==> src/rtl/uart_rx.sv <==
// Oversampling UART receiver: start/data/stop deserialiser with valid/ack output register.
// Optional parity stage is compiled in with the UART_RX_PARITY_EN macro.
module uart_rx #(
  parameter int          RX_CLKS_PER_BIT = 8,
  parameter int          DATA_BITS       = 8,
  parameter int unsigned PARITY_ODD      = 0
) (
  input  logic                 main_clk,
  input  logic                 rst,
  input  logic                 rx_clk_posedge,
  input  logic                 rx,
  output logic [DATA_BITS-1:0] data_out,
  output logic                 data_valid,
  input  logic                 data_ack,
  output logic                 framing_err,
  output logic                 parity_err,
  output logic                 overrun,
  output logic                 busy
);

  localparam int TW = $clog2(RX_CLKS_PER_BIT);
  localparam int BW = $clog2(DATA_BITS + 1);
  localparam logic [TW-1:0] TICK_MID  = TW'(RX_CLKS_PER_BIT / 2 - 1);
  localparam logic [TW-1:0] TICK_LAST = TW'(RX_CLKS_PER_BIT - 1);
  localparam logic [BW-1:0] BIT_LAST  = BW'(DATA_BITS - 1);

  if (RX_CLKS_PER_BIT < 4 || RX_CLKS_PER_BIT % 2 != 0 ||
      DATA_BITS < 5 || DATA_BITS > 9 || PARITY_ODD > 1) begin : g_bad_params
    $error("uart_rx: illegal parameter value");
  end

  typedef enum logic [2:0] {
    S_IDLE,
    S_START,
    S_DATA,
`ifdef UART_RX_PARITY_EN
    S_PARITY,
`endif
    S_STOP,
    S_WAIT_HIGH
  } state_e;

  state_e                 state_q, state_d;
  logic                   rx_meta_q, rxs_q;
  logic [TW-1:0]          tick_q, tick_d;
  logic [BW-1:0]          bit_cnt_q, bit_cnt_d;
  logic [DATA_BITS-1:0]   shift_q, shift_d;
  logic [DATA_BITS-1:0]   data_out_q, data_out_d;
  logic                   data_valid_q, data_valid_d;
  logic                   framing_err_q, framing_err_d;
  logic                   overrun_q, overrun_d;
  logic                   accept, frame_bad;
`ifdef UART_RX_PARITY_EN
  localparam logic PAR_ODD = PARITY_ODD[0];
  logic                   parity_bad_q, parity_bad_d;
  logic                   parity_err_q, parity_err_d;
  logic                   par_fail;
`endif

  // NOTE: every variable gets its hold value first, so no path can infer a latch.
  always_comb begin
    state_d   = state_q;
    tick_d    = tick_q;
    bit_cnt_d = bit_cnt_q;
    shift_d   = shift_q;
    accept    = 1'b0;
    frame_bad = 1'b0;
`ifdef UART_RX_PARITY_EN
    parity_bad_d = parity_bad_q;
    par_fail     = 1'b0;
`endif
    if (rx_clk_posedge) begin
      unique case (state_q)
        S_IDLE: if (!rxs_q) begin
          state_d = S_START;
          tick_d  = '0;
        end
        S_START: if (tick_q == TICK_MID) begin
          if (rxs_q) begin
            state_d = S_IDLE;
          end else begin
            tick_d    = '0;
            bit_cnt_d = '0;
            state_d   = S_DATA;
`ifdef UART_RX_PARITY_EN
            parity_bad_d = 1'b0;
`endif
          end
        end else tick_d = tick_q + TW'(1);
        S_DATA: if (tick_q == TICK_LAST) begin
          tick_d    = '0;
          shift_d   = {rxs_q, shift_q[DATA_BITS-1:1]};
          bit_cnt_d = bit_cnt_q + BW'(1);
          if (bit_cnt_q == BIT_LAST) begin
`ifdef UART_RX_PARITY_EN
            state_d = S_PARITY;
`else
            state_d = S_STOP;
`endif
          end
        end else tick_d = tick_q + TW'(1);
`ifdef UART_RX_PARITY_EN
        S_PARITY: if (tick_q == TICK_LAST) begin
          tick_d       = '0;
          parity_bad_d = ((^shift_q) ^ rxs_q) != PAR_ODD;
          state_d      = S_STOP;
        end else tick_d = tick_q + TW'(1);
`endif
        S_STOP: if (tick_q == TICK_LAST) begin
          tick_d = '0;
          if (!rxs_q) begin
            frame_bad = 1'b1;
            state_d   = S_WAIT_HIGH;
`ifdef UART_RX_PARITY_EN
          end else if (parity_bad_q) begin
            par_fail = 1'b1;
            state_d  = S_IDLE;
`endif
          end else begin
            accept  = 1'b1;
            state_d = S_IDLE;
          end
        end else tick_d = tick_q + TW'(1);
        S_WAIT_HIGH: if (rxs_q) state_d = S_IDLE;
        default: state_d = S_IDLE;
      endcase
    end
  end

  // Ack is handled every cycle; a same-cycle ack frees the register for the new word.
  always_comb begin
    data_out_d    = data_out_q;
    data_valid_d  = data_valid_q;
    overrun_d     = overrun_q;
    framing_err_d = frame_bad;
`ifdef UART_RX_PARITY_EN
    parity_err_d  = par_fail;
`endif
    if (data_valid_q && data_ack) begin
      data_valid_d = 1'b0;
      overrun_d    = 1'b0;
    end
    if (accept) begin
      if (!data_valid_q || data_ack) begin
        data_out_d   = shift_q;
        data_valid_d = 1'b1;
      end else begin
        overrun_d = 1'b1;
      end
    end
  end

  // NOTE: sequential state uses non-blocking assignments so all flops update together.
  always_ff @(posedge main_clk or posedge rst) begin
    if (rst) begin
      rx_meta_q     <= 1'b1;
      rxs_q         <= 1'b1;
      state_q       <= S_IDLE;
      tick_q        <= '0;
      bit_cnt_q     <= '0;
      shift_q       <= '0;
      data_out_q    <= '0;
      data_valid_q  <= 1'b0;
      framing_err_q <= 1'b0;
      overrun_q     <= 1'b0;
`ifdef UART_RX_PARITY_EN
      parity_bad_q  <= 1'b0;
      parity_err_q  <= 1'b0;
`endif
    end else begin
      rx_meta_q     <= rx;
      rxs_q         <= rx_meta_q;
      state_q       <= state_d;
      tick_q        <= tick_d;
      bit_cnt_q     <= bit_cnt_d;
      shift_q       <= shift_d;
      data_out_q    <= data_out_d;
      data_valid_q  <= data_valid_d;
      framing_err_q <= framing_err_d;
      overrun_q     <= overrun_d;
`ifdef UART_RX_PARITY_EN
      parity_bad_q  <= parity_bad_d;
      parity_err_q  <= parity_err_d;
`endif
    end
  end

  assign data_out    = data_out_q;
  assign data_valid  = data_valid_q;
  assign framing_err = framing_err_q;
  assign overrun     = overrun_q;
  assign busy        = (state_q != S_IDLE);
`ifdef UART_RX_PARITY_EN
  assign parity_err  = parity_err_q;
`else
  assign parity_err  = 1'b0;
`endif

endmodule

==> config.mk <==
export PLATFORM = sky130hd
export DESIGN_NAME = uart_rx
export DESIGN_NICKNAME = d
export VERILOG_FILES = /design/src/rtl/uart_rx.sv
export SDC_FILE = /design/constraint.sdc
export NUM_CORES = 1
export LEC_CHECK = 0
export CELL_PAD_IN_SITES_DETAIL_PLACEMENT = 0
export CELL_PAD_IN_SITES_GLOBAL_PLACEMENT = 1
export CORE_MARGIN = 2
export CORE_UTILIZATION = 35
export CTS_CLUSTER_SIZE = 20
export DETAILED_ROUTE_END_ITERATION = 6
export GPL_TIMING_DRIVEN = 0
export HOLD_SLACK_MARGIN = 0.08
export PLACE_DENSITY_LB_ADDON = 0.1
export SETUP_SLACK_MARGIN = 0.5
export SLEW_MARGIN = 10
export SYNTH_ARGS = -nofsm -noshare
export SYNTH_HDL_FRONTEND = slang
export SYNTH_SLANG_ARGS = --single-unit
==> constraint.sdc <==
create_clock -name main_clk -period 2.2 [get_ports main_clk]
set_clock_uncertainty 0.1 [all_clocks]
set_input_delay 0.55 -clock main_clk [delete_from_list [all_inputs] [get_ports main_clk]]
set_output_delay 0.55 -clock main_clk [all_outputs]
set_load 0.01 [all_outputs]
==> out/results.txt <==
first-pass GRT wire length: 4712 um
PortBufs: 16
floorplan row count: 23
critical path, cell by cell: ha_4 > ha_4 > nor2b_2 > a221o_1 > or3_4 > a221o_1
status: completed
antenna-violating nets left: 0
vias per cell: 4.977
actual slew at the worst max-slew pin: 0.6924 ns
CTS tree: done
relative slew slack: 0.5374
delay-heaviest family, CP: compound AO/OA/AOI/OAI gates
YS warnings: 0
die footprint: 4666 um2
largest stage delay on the critical path: 0.40 ns
Synth Cell Area: 1448 um2
Core Area: 4000 um2
grt met2 use: 0.2027
Pins Over Slew Limit: 0
First DRT Iteration DRCs: 72
complex-gate fraction of the synthesized area: 0.08124
mux contribution to synthesized area: 0.1694
layout overhead on the synthesized area: 47.19%
gpl congestion: 0.7811
CTS root buffer: clkbuf_8
M3 GR Usage: 0.04934
top post-synthesis cells by count: dfrtp_1 (29), mux2_2 (18), nand2_1 (8)
fmax: 496.4 MHz
die height: 68.31 um
final hold vios: 0
Routed WL per cell: 14.46 um
Cell variety after synth: 34
leakage power: 1.063 nW
RSZ-0062 raised after global routing: true
I/O pins: 18
Worst EP arrival: 2.08 ns
Initial DRT Pass Iterations: 4
Worst Hold Class: reg -> reg
nets: 176
n_diodes: 0
max cap viols: 0
final total power: 2.026 mW
count leader, synth: dfrtp_1
Max IR drop VDD: 0.0004949 V
area fraction of the dominant cell type after synthesis: 0.5013
Crit Path Category: reg -> reg
dpl hpwl: 1857 um
DRC: 0
DRT Wirelength: 3137 um
GR peak layer: met2
Max Buffers Root-to-Sink: 2
Synth Area in Simple Gates: 0.1219
Post-Synth Adder-Cell Area: 0.04322
largest area contributor in the netlist: dfrtp_1
met1 Use GR: 0.1934
post-synthesis sequential area ratio: 0.5376
Mean Syn Cell Area: 11.96 um2
# setup viols final: 0
Post-Syn Nets: 131
Die X: 68.31 um
Startpoint Class: flip-flop
top post-synthesis cells by area: dfrtp_1 (50%), mux2_2 (14%), ha_1 (4.3%), dfstp_2 (3.6%), o21ai_0 (2.1%)
clock buffer count from CTS: 5
Post-synth ARST share: 1.000
Util after Layout: 0.5327
CP Capture Type: flip-flop
Post-synth EDFFs: 0
share of cells above drive strength 1: 0.4551
FILL cells: 352
htree depth: 2
TritonCTS Sinks: 31
GRT overflow: 0
crit-path max FO: 4
post-synthesis cell count: 121
CP Data Required Time: 2.26 ns
largest net degree at the start of global routing: 32
FF+latch count, synth: 31
number of global-route vias before repair: 946
initial antenna violation count: 0
Post-synth top flop: dfrtp_1
fin crit period: 2.015 ns
later-pin clock latency in the skew report: 0.28 ns
Clock Pin Slew Worst Setup and Hold Paths: 0.07 ns
worst path bufs/invs: 0
PwrDens: 950.8 nW/um2
via count: 1080
CP max stage cell: dfrtp_1
Synth Area in XOR/XNOR: 0
All-Layer GR Usage: 0.1418
main combinational cell family by area after synthesis: multiplexers
Starting Density: 0.3619
Tcrit/Tclk final: 0.9157
==> sequential cells by signal (all words and copies together) (netlist names) <==
signal       flops
framing_err      1
state_q          3
overrun          1
rx_meta_q        1
bit_cnt_q        4
data_out         8
shift_q          8
rxs_q            1
data_valid       1
tick_q           3
==> stage by stage <==
stage / TNS [ns] / std cells / setup WS, ns / hold slack, ns / area, um2
detailed placement: -3.065 / 187 / -0.3300 / 0.2578 / 1745
global route: 0 / 217 / 0.1425 / 0.2705 / 2131
finish: 0 / 217 / 0.1855 / 0.2742 / 2131
CTS: 0 / 205 / 0.1192 / 0.2742 / 1961
global placement: -3.101 / 187 / -0.3324 / 0.2455 / 1745
floorplan: 0 / 121 / 0.2512 / 0.2452 / 1523
==> final cells by class <==
| class | count | area, um2 | share of cell area |
|---|---|---|---|
| Buffer | 6 | 57.56 | 0.02701 |
| Clock buffer | 7 | 96.34 | 0.04521 |
| Clock inverter | 1 | 7.507 | 0.003523 |
| Inverter | 8 | 33.78 | 0.01585 |
| Multi-Input combinational cell | 76 | 759.5 | 0.3564 |
| Sequential cell | 31 | 779.5 | 0.3658 |
| Tap cell | 50 | 62.56 | 0.02936 |
| Timing Repair Buffer | 38 | 334.1 | 0.1568 |
==> kinds of logic after synthesis <==
logic type,Yosys count
simple gates,31
buf+inv,14
compound gates,17
fa+ha+maj,5
mux,22
other cells,1
flops,31
==> report_power, final <==
group | internal, mW | total, mW | switching, mW
clock network | 0.284 | 0.501 | 0.217
registers | 0.645 | 0.714 | 0.0686
logic | 0.446 | 0.811 | 0.365
==> layout by cell type (no fill, tap or decap), drive strengths merged, types with 5 or more instances in the layout <==
cell type    netlist  final
ha                 5      5
buf                5     28
mux2              20     20
dlygate4sd2        0     12
inv                8      7
nand2              8      8
dfrtp             29     29
o21ai              6      6
clkbuf             1      8
==> worst paths after layout <==
path | startpoint | end | slack, ns | cells after the start
hold / removal | rx_meta_q | rxs_q | 0.27 | 0
hold reg to reg | rx_meta_q | rxs_q | 0.27 | 0
min in group asynchronous | rst | shift_q[0] | 0.62 | 2
max in group asynchronous | rst | data_valid | 0.96 | 2
setup reg to reg | tick_q[0] | bit_cnt_q[2] | 0.19 | 6
setup / recovery | tick_q[0] | bit_cnt_q[2] | 0.19 | 6
==> worst reg2reg max path, cell delays in order (launching register included) <==
cell     delay (ns)
dfrtp_1        0.40
ha_4           0.19
ha_4           0.14
nor2b_2        0.05
a221o_1        0.34
or3_4          0.36
a221o_1        0.31
==> timing repair <==
item / in CTS / in global routing
setup buffers: 10 / 11
cloned: 0 / 1
gates resized for setup: 29 / 18
hold buffers: 0 / 0
pin swaps: 8 / 6
setup endpoints to repair: 64 / 30
==> layer usage <==
| layer | routed length, um | up-vias |
|---|---|---|
| li1 | - | 512 |
| met1 | 1493 | 544 |
| met2 | 1475 | 19 |
| met3 | 117 | 5 |
| met4 | 51 | 0 |
| met5 | 0 | - |
(Power assumes the default switching activity.)
